### src/rtl/inc_dec_pkg.sv
// Shared types and constants for the increment/decrement counter.
// State encoding, direction and arithmetic mode selects.
package inc_dec_pkg;

  typedef enum logic [1:0] {
    IDLE = 2'd0,
    RUN  = 2'd1,
    DONE = 2'd2
  } state_t;

  localparam logic MODE_WRAP = 1'b0;
  localparam logic MODE_SAT  = 1'b1;
  localparam logic DIR_DEC   = 1'b0;
  localparam logic DIR_INC   = 1'b1;

endpackage

### src/rtl/inc_dec_alu.sv
// Combinational step unit: cnt +/- step with wrap or saturate.
// Flags report a carry/borrow that was wrapped or clamped.
module inc_dec_alu
  import inc_dec_pkg::*;
#(
  parameter int WIDTH = 8
) (
  input  logic [WIDTH-1:0] cnt,
  input  logic [WIDTH-1:0] step,
  input  logic             sel,
  input  logic             sat_mode,
  output logic [WIDTH-1:0] next,
  output logic             wrap,
  output logic             sat
);

  logic [WIDTH:0] res;

  always_comb begin
    res  = (sel == DIR_INC)
         ? {1'b0, cnt} + {1'b0, step}
         : {1'b0, cnt} - {1'b0, step};
    next = res[WIDTH-1:0];
    wrap = 1'b0;
    sat  = 1'b0;
    // Bit WIDTH is the carry on increment and the borrow on decrement
    if (res[WIDTH]) begin
      if (sat_mode == MODE_SAT) begin
        sat  = 1'b1;
        next = (sel == DIR_INC) ? '1 : '0;
      end else begin
        wrap = 1'b1;
      end
    end
  end

endmodule

### src/rtl/inc_dec_counter.sv
// Up/down counter with free-run stepping and fixed-length bursts.
// Load overrides everything; a load during a burst aborts it silently.
module inc_dec_counter
  import inc_dec_pkg::*;
#(
  parameter int WIDTH = 8,
  parameter int LEN_W = 8
) (
  input  logic             clk,
  input  logic             rst_n,
  input  logic             en,
  input  logic             sel,
  input  logic [WIDTH-1:0] step,
  input  logic             sat_mode,
  input  logic             load,
  input  logic [WIDTH-1:0] load_val,
  input  logic             start,
  input  logic [LEN_W-1:0] burst_len,
  output logic [WIDTH-1:0] cnt,
  output logic             wrap,
  output logic             sat,
  output logic             at_max,
  output logic             at_min,
  output logic             busy,
  output logic             done
);

  state_t             state;
  logic [LEN_W-1:0]   rem;
  logic               l_sel;
  logic               l_mode;
  logic [WIDTH-1:0]   l_step;

  logic               a_sel;
  logic               a_mode;
  logic [WIDTH-1:0]   a_step;
  logic [WIDTH-1:0]   a_next;
  logic               a_wrap;
  logic               a_sat;

  // Bursts use the latched controls, free-run uses the live ones
  assign a_sel  = (state == RUN) ? l_sel  : sel;
  assign a_mode = (state == RUN) ? l_mode : sat_mode;
  assign a_step = (state == RUN) ? l_step : step;

  inc_dec_alu #(.WIDTH(WIDTH)) u_alu (
    .cnt      (cnt),
    .step     (a_step),
    .sel      (a_sel),
    .sat_mode (a_mode),
    .next     (a_next),
    .wrap     (a_wrap),
    .sat      (a_sat)
  );

  always_ff @(posedge clk) begin
    if (!rst_n) begin
      state  <= IDLE;
      cnt    <= '0;
      wrap   <= 1'b0;
      sat    <= 1'b0;
      rem    <= '0;
      l_sel  <= 1'b0;
      l_mode <= 1'b0;
      l_step <= '0;
    end else begin
      wrap <= 1'b0;
      sat  <= 1'b0;
      if (load) begin
        cnt   <= load_val;
        rem   <= '0;
        state <= IDLE;
      end else begin
        unique case (state)
          RUN: begin
            cnt  <= a_next;
            wrap <= a_wrap;
            sat  <= a_sat;
            rem  <= rem - LEN_W'(1);
            if (rem == LEN_W'(1))
              state <= DONE;
          end
          DONE: state <= IDLE;
          IDLE: begin
            if (start && burst_len != '0) begin
              l_sel  <= sel;
              l_mode <= sat_mode;
              l_step <= step;
              rem    <= burst_len;
              state  <= RUN;
            end else if (en) begin
              cnt  <= a_next;
              wrap <= a_wrap;
              sat  <= a_sat;
            end
          end
          default: state <= IDLE;
        endcase
      end
    end
  end

  assign at_max = &cnt;
  assign at_min = ~|cnt;
  assign busy   = (state == RUN);
  assign done   = (state == DONE);

endmodule

### config.mk
export PLATFORM = sky130hd
export DESIGN_NAME = inc_dec_counter
export DESIGN_NICKNAME = d
export VERILOG_FILES = /design/src/rtl/inc_dec_pkg.sv /design/src/rtl/inc_dec_alu.sv /design/src/rtl/inc_dec_counter.sv
export SDC_FILE = /design/constraint.sdc
export NUM_CORES = 1
export LEC_CHECK = 0
export ABC_AREA = 1
export CORE_UTILIZATION = 65
export CTS_CLUSTER_SIZE = 30
export DETAILED_ROUTE_END_ITERATION = 8
export DONT_BUFFER_PORTS = 1
export PLACE_DENSITY_LB_ADDON = 0.08
export SLEW_MARGIN = 5
export SYNTH_ARGS = -nofsm -noshare
export SYNTH_HDL_FRONTEND = slang
export SYNTH_HIERARCHICAL = 1
export SYNTH_SLANG_ARGS = --single-unit
### constraint.sdc
create_clock -name clk -period 8.86 [get_ports clk]
set_clock_uncertainty 0.05 [all_clocks]
set_input_delay 0.886 -clock clk [delete_from_list [all_inputs] [get_ports clk]]
set_output_delay 0.886 -clock clk [all_outputs]
set_load 0.02 [all_outputs]
== Word-level counts from Yosys, hierarchy flattened ==
Index checks and enable logic that the tools add are counted.

* Add/subtract/negate cells: 3
* Eq/ne operators: 7
* Muxes and demuxes: 26
* Bitwise logic cells: 2
* Reduce and logical (&&, ||, !) cells: 13

{| class="wikitable"
|+ Operators with widths
! cell !! number
|-
| two-way mux 8 bit || 8
|-
| case mux 8 bit (2 select lines) || 2
|-
| two-way mux 1 bit || 10
|-
| adder 8 x 8 -> 9 bit || 1
|-
| two-way mux 9 bit || 1
|-
| subtractor 8 x 8 -> 9 bit || 1
|-
| == test 8 x 1 -> 1 bit (second input constant) || 1
|-
| AND reduction 8 bit || 1
|-
| nonzero test 8 bit || 1
|-
| OR reduction 8 bit || 1
|-
| subtractor 8 x 1 -> 8 bit (second input constant) || 1
|-
| != test 3 bit (second input constant) || 2
|-
| AND reduction 3 bit || 2
|-
| two-way mux 2 bit || 2
|-
| case mux 1 bit (2 select lines) || 2
|-
| case mux 2 bit (2 select lines) || 1
|-
| AND reduction 2 bit || 2
|-
| nonzero test 3 bit || 1
|-
| == test 2 x 1 -> 1 bit (second input constant) || 1
|-
| == test 2 bit (second input constant) || 1
|-
| zero test 2 bit || 1
|-
| != test 2 x 1 -> 1 bit (second input constant) || 1
|-
| != test 2 bit (second input constant) || 1
|-
| inverter 1 bit || 2
|-
| 4 further kinds || 4
|}

* Register bits after elaboration: 30
* Output and inout port bits: 14

== Depth between registers and ports, before layout ==
Gate-level depths: netlist of run 1.

* Word-level depth: 10
* Depth in mapped cells: 27
* Mapped depth without buffers: 26

== Cells and area by module ==
The synthesis of run 1 kept the hierarchy.

{| class="wikitable"
|+ Modules (own cells, without submodules)
! module !! instances !! cells an instance !! area an instance (um^2)
|-
| inc_dec_counter || 1 || 254 || 1706.6
|-
| inc_dec_alu || 1 || 151 || 904.6
|}

== Least setup slack after synthesis of run 1 ==
No wires, ideal clock.

* Kind: register -> register
* Start point: reg state[0]
* End point: reg cnt[2]
* Setup time: 115 ps
* Arrival time: 3228 ps
* Required time: 8695 ps
* Slack: 5467 ps
* Cell stages (with the launch flop): 25
* Path buffers: 1
* Clock period less this slack: 3393 ps
* Cells stage by stage: dfxtp_1 -> inv_1 -> nor2_2 -> inv_2 -> clkbuf_1 -> o21ai_0 -> inv_1 -> ha_1 -> inv_1 -> o21ai_0 -> inv_1 -> fa_1 -> inv_1 -> nand2_1 -> nand2_1 -> and2_4 -> nand2_8 -> nand3_4 -> nand2_8 -> nand2_2 -> nand2_1 -> mux2i_1 -> nand3_1 -> nand2_1 -> nor2_1

* Longest elaborated chain between the ends: 10

{| class="wikitable"
|+ RTL lines
! element !! line !! RTL
|-
| start, declared || inc_dec_counter.sv:28 || <nowiki>state_t state;</nowiki>
|-
| start signal, assigned || inc_dec_counter.sv:58 || <nowiki>state <= IDLE;</nowiki>
|-
| start signal, assigned || inc_dec_counter.sv:72 || <nowiki>state <= IDLE;</nowiki>
|-
| start signal, assigned || inc_dec_counter.sv:81 || <nowiki>state <= DONE;</nowiki>
|-
| == test 2 x 1 -> 1 bit (*) || -- ||
|-
| named net busy || inc_dec_counter.sv:24 || <nowiki>output logic busy,</nowiki>
|-
| two-way mux 8 bit (*) || inc_dec_counter.sv:44 || <nowiki>assign a_step = (state == RUN) ? l_step : step;</nowiki>
|-
| named net a_step[0] || inc_dec_counter.sv:36 || <nowiki>logic [WIDTH-1:0] a_step;</nowiki>
|-
| subtractor 8 x 8 -> 9 bit / adder 8 x 8 -> 9 bit (equally long branches) || inc_dec_alu.sv:22, inc_dec_alu.sv:21 ||
|-
| two-way mux 9 bit (*) || inc_dec_alu.sv:21 || <nowiki>? {1'b0, cnt} + {1'b0, step}</nowiki>
|-
| two-way mux 8 bit || inc_dec_alu.sv:28 || <nowiki>if (sat_mode == MODE_SAT) begin</nowiki>
|-
| two-way mux 8 bit (*) || inc_dec_alu.sv:27 || <nowiki>if (res[WIDTH]) begin</nowiki>
|-
| named net a_next[2] || inc_dec_counter.sv:37 || <nowiki>logic [WIDTH-1:0] a_next;</nowiki>
|-
| two-way mux 8 bit || inc_dec_counter.sv:91 || <nowiki>end else if (en) begin</nowiki>
|-
| two-way mux 8 bit || inc_dec_counter.sv:85 || <nowiki>if (start && burst_len != '0) begin</nowiki>
|-
| case mux 8 bit (2 select lines) (*) || inc_dec_counter.sv:74 || <nowiki>unique case (state)</nowiki>
|-
| two-way mux 8 bit (*) || inc_dec_counter.sv:69 || <nowiki>if (load) begin</nowiki>
|-
| end signal, assigned || inc_dec_counter.sv:70 || <nowiki>cnt <= load_val;</nowiki>
|-
| end signal, assigned || inc_dec_counter.sv:76 || <nowiki>cnt <= a_next;</nowiki>
|-
| end signal, assigned || inc_dec_counter.sv:92 || <nowiki>cnt <= a_next;</nowiki>
|-
| end, declared || inc_dec_counter.sv:19 || <nowiki>output logic [WIDTH-1:0] cnt,</nowiki>
|}

The timed path passes the listed nets; every way through them passes the cells marked *. The select of a mux whose other input is x is not followed.
A chain may end at the register's enable or synchronous reset.

== Final worst setup path of run 1 ==
* Start point: reg state[0]
* End point: reg cnt[6]

Same word-level chain as after synthesis.

==> results of run 1 <==
stage by stage:
| stage | utilization | cell area, µm² |
|---|---|---|
| finish | 0.720 | 2700 |
| global placement | 0.695 | 2600 |
| global route | 0.720 | 2700 |
| floorplan | - | 2610 |
| CTS | 0.720 | 2700 |
| detailed placement | 0.695 | 2600 |
worst max-delay path, delay by kind of cell, from the launching register on:
kind / cells / cell delay (ns)
flip-flops: 1 / 0.41
multiplexers: 1 / 0.15
AO/OA/AOI/OAI: 2 / 0.56
adder cells (fa/ha/maj): 2 / 0.72
AND/OR/NAND/NOR: 12 / 1.17
buffers and inverters: 6 / 0.62
power by group through the flow:
stage          logic [µW]  registers [µW]  clock network (µW)
4_1_cts               211             167                 119
3_5_place_dp          210             170                   0
5_1_grt               245             168                 125
3_3_place_gp          206             169                   0
6_report              211             167                 117
2_1_floorplan         185             164                   0
sequential cells by signal, summed over array words and instances, names as in the netlist:
register / cells
wrap: 1
l_mode: 1
cnt: 8
l_sel: 1
rem: 8
state: 2
l_step: 8
sat: 1
per-layer routing:
layer,global-route usage,up-vias,part of all wire,routed length (µm)
li1,-,1289,-,-
met4,0.0897,0,0.011,65
met1,0.404,1098,0.46,2730
met3,0.0590,9,0.066,389
met5,0,-,0,0
met2,0.514,75,0.46,2740
logic make-up after synthesis:
group / share of synthesized area
DFF: 0.230
buffers and inverters: 0.0977
AOI/OAI and AO/OA: 0.132
muxes: 0.0307
and+or+nand+nor: 0.421
xor gates and xnor gates: 0.0235
adders and majority gates: 0.0652
cell type report:
type                       instances  area [µm²]  area share
multi-input combinational        316        1760       0.651
clock inverter                     2        12.5     0.00464
sequential                        30         601       0.223
tap                               48        60.1      0.0223
clock buffer                       6        82.6      0.0306
inverter                          49         184      0.0682
placed cells by master, fill, tap and decap left out, types with 4 or more instances in the layout:
cell	n
sky130_fd_sc_hd__xor2_1	4
sky130_fd_sc_hd__nand3_1	27
sky130_fd_sc_hd__dfxtp_1	30
sky130_fd_sc_hd__and2_1	4
sky130_fd_sc_hd__nor2_2	4
sky130_fd_sc_hd__ha_1	12
sky130_fd_sc_hd__mux2i_1	8
sky130_fd_sc_hd__nand2_4	6
sky130_fd_sc_hd__nand2_1	100
sky130_fd_sc_hd__o21ai_0	32
sky130_fd_sc_hd__nand4_1	5
sky130_fd_sc_hd__nand2_2	11
sky130_fd_sc_hd__clkbuf_8	6
sky130_fd_sc_hd__nor2_1	43
sky130_fd_sc_hd__inv_1	46
sky130_fd_sc_hd__a21oi_1	30
cell usage after synthesis, drive strengths merged, types with 4 or more instances:
cell / count
nor2: 50
and2: 5
ha: 12
buf: 8
inv: 49
nand3: 31
a21oi: 30
nand2: 119
nand4: 5
mux2i: 8
o21ai: 34
nor3: 4
xor2: 4
dfxtp: 30
path summary, 6_finish.rpt:
kind                             endpoint  depth (start not counted)
worst max-delay path               cnt[6]                         23
worst min-delay path            l_step[1]                          2
worst max register to register     cnt[6]                         23
worst min register to register  l_step[1]                          2
==> results.cfg, run 1 <==
[sta]
max_freq_mhz = 262
final.hold.worst_slack_ns = 0.397
final_hold_violation_count = 0
slew-limit-headroom = 0.542
slew_viol_final = 0
setup_viol = 0
grt_setup_unrepaired = no
final_min_period_over_clock_period = 0.431
tns_ns = 0
timing_worst_slew_pin_value_ns = 0.679
final.setup.worst_slack_ns = 5.04
final.min_clock_period_ns = 3.82

[die]
floorplan.die_area_um2 = 4270
die_width_um = 65.4
effective_utilization_at_floorplan = 0.698
floorplan.die.height_um = 65.4
rows = 22
boundary_pin_count = 45
placeableCoreArea_um2 = 3740

[clock_tree]
post_cts.resized_instances = 0
clock_tree.buffer_depth = 2
clock_tree.htree_level_count = 2
clock_tree.root_cell = sky130_fd_sc_hd__clkbuf_8
path_clk_slew_ns = 0.07
post_cts_setup_driven_buffer_insertion_count = 0
post_cts_hold_buffer_count = 0
cts_tree = built
cts_inserted_buffers = 5
clkLatencyLatePin_ns = 0.28
cts.sinks = 30

[pwr]
pwr_density_cell_nw_per_um2 = 184
seq_power_share = 0.337
power.ir.vdd_worst_v = 0.0000959
combinationalPowerShare = 0.426
static-leakage-power_uw = 0.00133
power.switching_fraction = 0.411
total_power_uw = 496
intPower_uw = 292
switching_power_uw = 204
power.clock.fraction = 0.237

[worst_setup_path]
rr_startpoint = state[0]
setup.worst_path.start_class = flip-flop
worst_path_most_repeated_cell = sky130_fd_sc_hd__inv_1
timing.setup.critical_path_class = flip-flop to flip-flop
timing.critical_path.from = state[0]
endpoint_type_of_the_worst_setup_path = flip-flop
crit_chain = inv_1 > nor2_2 > inv_2 > o21ai_0 > inv_1 > ha_1 > inv_1 > o21ai_0 > inv_1 > fa_1 > inv_1 > nand2_1 > nand2_1 > and2_4 > nand2_8 > nand3_4 > nand2_8 > nand2_2 > nand2_1 > mux2i_1 > nand3_1 > nand2_1 > nor2_1
reg2reg_setup_slack_ns = 5.04
timing.critical_path.slowest_cell_delay_ns = 0.44
critPathSlowestCell = sky130_fd_sc_hd__fa_1
critPathArrivalTime_ns = 3.94
critical_path_peak_fanout = 23
cp.required_ns = 8.98

[finish]
fillCellCount = 342
insertedDiodeCount = 0
areaGrowthSynthToFinish_pct = 3.21
fin_cells = 451
design.final.nets = 446
post_route_cells_drive_above_1_share = 0.117

[global_route]
grt_pass1_wl_mm = 10.2
grtUsageTotal = 0.310
grt_max_degree = 24
global_route.overflow_total = 0
first_global_vias = 2362
number_of_antenna_violations_at_the_first_check_in_global_routing = 0

[synth]
ys.flop_type = sky130_fd_sc_hd__dfxtp_1
synthesis.yosys.warnings = 6
syn-num-nets = 449
ys_seq_area_frac = 0.230
number_of_synthesized_register_bits = 30
syn-cell-area_um2 = 2610
synth_cell_types = 39
post-synth-top-area-fraction = 0.230
async_reset_ff_frac = 0
synthDominantAreaCellType = sky130_fd_sc_hd__dfxtp_1
synth_top_cells_by_area = sky130_fd_sc_hd__dfxtp_1 23%, sky130_fd_sc_hd__nand2_1 14%, sky130_fd_sc_hd__inv_1 6.6%
netlist_instances = 405
synth_area_per_cell_um2 = 6.45
synth-edff-count = 0

[flow_run]
drv_cap = 0

[place]
detailed_place_hpwl_mm = 4.55
globalplace.congestion = 0.897
dp.cells = 443
port-buffer-count = 0
post-place-ws_ns = 5.09

[outcome]
run_status = finished, final reports clean

[routing]
drtIter0Drc = 279
routed_wirelength_mm = 5.92
detail_route.wl_per_cell_um = 13.1
drt_drc_violations_left = 0
via_count = 2471
drtPass1Iterations = 4
detail-route-antenna-nets = 0
viasPerCell = 5.48

[hold_path]
hold_class = flip-flop to flip-flop
min_from = l_step[1]
(Power assumes the default switching activity.)
==> inputs of run 2 (changes only) <==
--- a/config.mk
+++ b/config.mk
@@ -6,7 +6,7 @@
 export NUM_CORES = 1
 export LEC_CHECK = 0
 export ABC_AREA = 1
-export CORE_UTILIZATION = 65
+export CORE_UTILIZATION = 58
 export CTS_CLUSTER_SIZE = 30
 export DETAILED_ROUTE_END_ITERATION = 8
 export DONT_BUFFER_PORTS = 1
==> constraint.sdc (replaced) <==
create_clock -name clk -period 3.1 [get_ports clk]
set_clock_uncertainty 0.05 [all_clocks]
set_input_delay 0.31 -clock clk [delete_from_list [all_inputs] [get_ports clk]]
set_output_delay 0.31 -clock clk [all_outputs]
set_load 0.02 [all_outputs]
==> run 2 against run 1 <==
  * Clock-buffer cell count stayed put
  * Combinational power grew to 3.3 times the previous value
  * First-iteration DRC count is 45% lower
  * Worst hold slack worse by 0.30 ns
  * Largest cell class unchanged
==> results.cfg, run 2 (synthesis gave the netlist of run 1 again) <==
[outcome]
run_status = finished, final reports clean

[routing]
routed_wirelength_mm = 6.29
met2RoutedLength_mm = 2.89
via_count = 2517
detail_route.wl_per_cell_um = 13.3
drtPass1Iterations = 4
drt_drc_violations_left = 0
drtIter0Drc = 153
top_layer = met4
detail-route-antenna-nets = 0
viasPerCell = 5.32
wl_met1_mm = 2.96
met3_wirelength_um = 412

[clock_tree]
cts_tree = built
cts_inserted_buffers = 5
path_clk_slew_ns = 0.07
clock_tree.htree_level_count = 2
clkLatencyLatePin_ns = 0.28
clock_tree.root_cell = sky130_fd_sc_hd__clkbuf_8
clock_tree.buffer_depth = 2
cts.sinks = 30

[finish]
fin_cells = 473
postLayoutCoreUtil = 0.676
postLayoutCellArea_um2 = 2950
areaGrowthSynthToFinish_pct = 12.8
insertedDiodeCount = 0
mostFrequentLayoutCells = 92 x sky130_fd_sc_hd__nand2_1, 43 x sky130_fd_sc_hd__inv_1, 40 x sky130_fd_sc_hd__nor2_1, 28 x sky130_fd_sc_hd__dfxtp_1, 27 x sky130_fd_sc_hd__a21oi_1
layout_commonest_cell = sky130_fd_sc_hd__nand2_1
post_route_cells_drive_above_1_share = 0.221
fillCellCount = 389
reg.largest.list = cnt x8, l_step x8, rem x8
design.final.nets = 464

[worst_setup_path]
setup.worst_path.start_class = flip-flop
timing.setup.critical_path_class = flip-flop to flip-flop
critPathArrivalTime_ns = 3.20
cp.required_ns = 3.23
critical_path_peak_fanout = 6
endpoint_type_of_the_worst_setup_path = flip-flop

[global_route]
first_global_vias = 2196
grt_pass1_wl_mm = 10.2
number_of_antenna_violations_at_the_first_check_in_global_routing = 0
grt_max_degree = 22
grtUsageTotal = 0.263
global_route.overflow_total = 0

[pwr]
pwr_density_cell_nw_per_um2 = 513
static-leakage-power_uw = 0.00143
seq_power_share = 0.313
intPower_uw = 886
combinationalPowerShare = 0.467
power.clock.fraction = 0.220
power.ir.vdd_worst_v = 0.000273
power.switching_fraction = 0.413
switching_power_uw = 624

[sta]
final_min_period_over_clock_period = 0.989
final.min_clock_period_ns = 3.07
final.setup.worst_slack_ns = 0.0333
max_freq_mhz = 326
final.hold.worst_slack_ns = 0.0975
setup_viol = 0
slew_viol_final = 0
slew-limit-headroom = 0.639
timing_worst_slew_pin_value_ns = 0.536
final_hold_violation_count = 0
grt_setup_unrepaired = yes

[place]
post-place-ws_ns = -0.0304
postPlaceCellArea_um2 = 2690
port-buffer-count = 0
dp.cells = 457
globalplace.congestion = 0.868
detailed_place_hpwl_mm = 4.66

[die]
floorplan.die.height_um = 69.1
floorplan.die_area_um2 = 4770
effective_utilization_at_floorplan = 0.600
rows = 24
placeableCoreArea_um2 = 4350
die_width_um = 69.1
boundary_pin_count = 45

[flow_run]
drv_cap = 0

[hold_path]
hold_class = primary input to flip-flop
==> run 2: through the flow <==
step,total power [µW],setup TNS [ns]
floorplan,1000,0
global placement,1100,0
detailed placement,1110,-0.162
CTS,1440,0
global route,1630,-1.33
finish,1510,0
==> run 2: area by class of cell <==
class / instances / area [µm²] / share of cell area
Sequential cell: 30 / 603 / 0.205
Clock buffer: 6 / 82.6 / 0.0280
Inverter: 49 / 189 / 0.0641
Timing Repair Buffer: 15 / 116 / 0.0395
Clock inverter: 2 / 12.5 / 0.00425
Tap cell: 52 / 65.1 / 0.0221
Multi-Input combinational cell: 317 / 1870 / 0.633
Timing Repair inverter: 2 / 11.3 / 0.00382
==> run 2: worst max-delay path, stage by stage, from the launching register on <==
cell	delay, ns
sky130_fd_sc_hd__dfxtp_2	0.33
sky130_fd_sc_hd__inv_2	0.04
sky130_fd_sc_hd__nor2_4	0.18
sky130_fd_sc_hd__clkinv_4	0.12
sky130_fd_sc_hd__nand2_2	0.09
sky130_fd_sc_hd__o21ai_2	0.06
sky130_fd_sc_hd__inv_2	0.08
sky130_fd_sc_hd__nand3_2	0.10
sky130_fd_sc_hd__nor3_2	0.19
sky130_fd_sc_hd__nor2_2	0.07
sky130_fd_sc_hd__nor2_1	0.14
sky130_fd_sc_hd__xnor2_1	0.09
sky130_fd_sc_hd__ha_1	0.36
sky130_fd_sc_hd__a21oi_2	0.16
sky130_fd_sc_hd__o21a_4	0.19
sky130_fd_sc_hd__nand2_4	0.07
sky130_fd_sc_hd__nand2_4	0.11
sky130_fd_sc_hd__nand2_8	0.08
sky130_fd_sc_hd__nand2_2	0.06
sky130_fd_sc_hd__nand2_1	0.05
sky130_fd_sc_hd__mux2i_1	0.14
sky130_fd_sc_hd__nand3_1	0.09
sky130_fd_sc_hd__nand2_1	0.07
sky130_fd_sc_hd__nor2_1	0.04
==> run 2: power groups by stage <==
stage                     clock [µW]  sequential, µW  combinational, µW
after floorplan                    0             469                532
after global placement             0             480                617
after detailed placement           0             480                625
after CTS                        335             472                630
after global routing             355             476                795
final                            332             472                706
==> run 2: timing repair <==
item,CTS,global route
gates resized for setup,1,36
hold buffers,0,0
cloned,0,3
endpoints found under the setup margin,8,10
pin swaps,0,19
buffers inserted,0,5
==> run 2: path summary, 6_finish.rpt <==
path             start  slack, ns  depth (start not counted)   endpoint
max           state[0]       0.03                         23     cnt[0]
min              rst_n        0.1                          2     cnt[1]
max reg2reg   state[0]       0.03                         23     cnt[0]
min reg2reg  l_step[7]       0.40                          2  l_step[7]
==> run 2: metal layers <==
layer / up-vias / GRT usage
met5: - / 0
met4: 0 / 0.0612
met3: 4 / 0.0614
met2: 54 / 0.408
met1: 1127 / 0.369
li1: 1332 / -
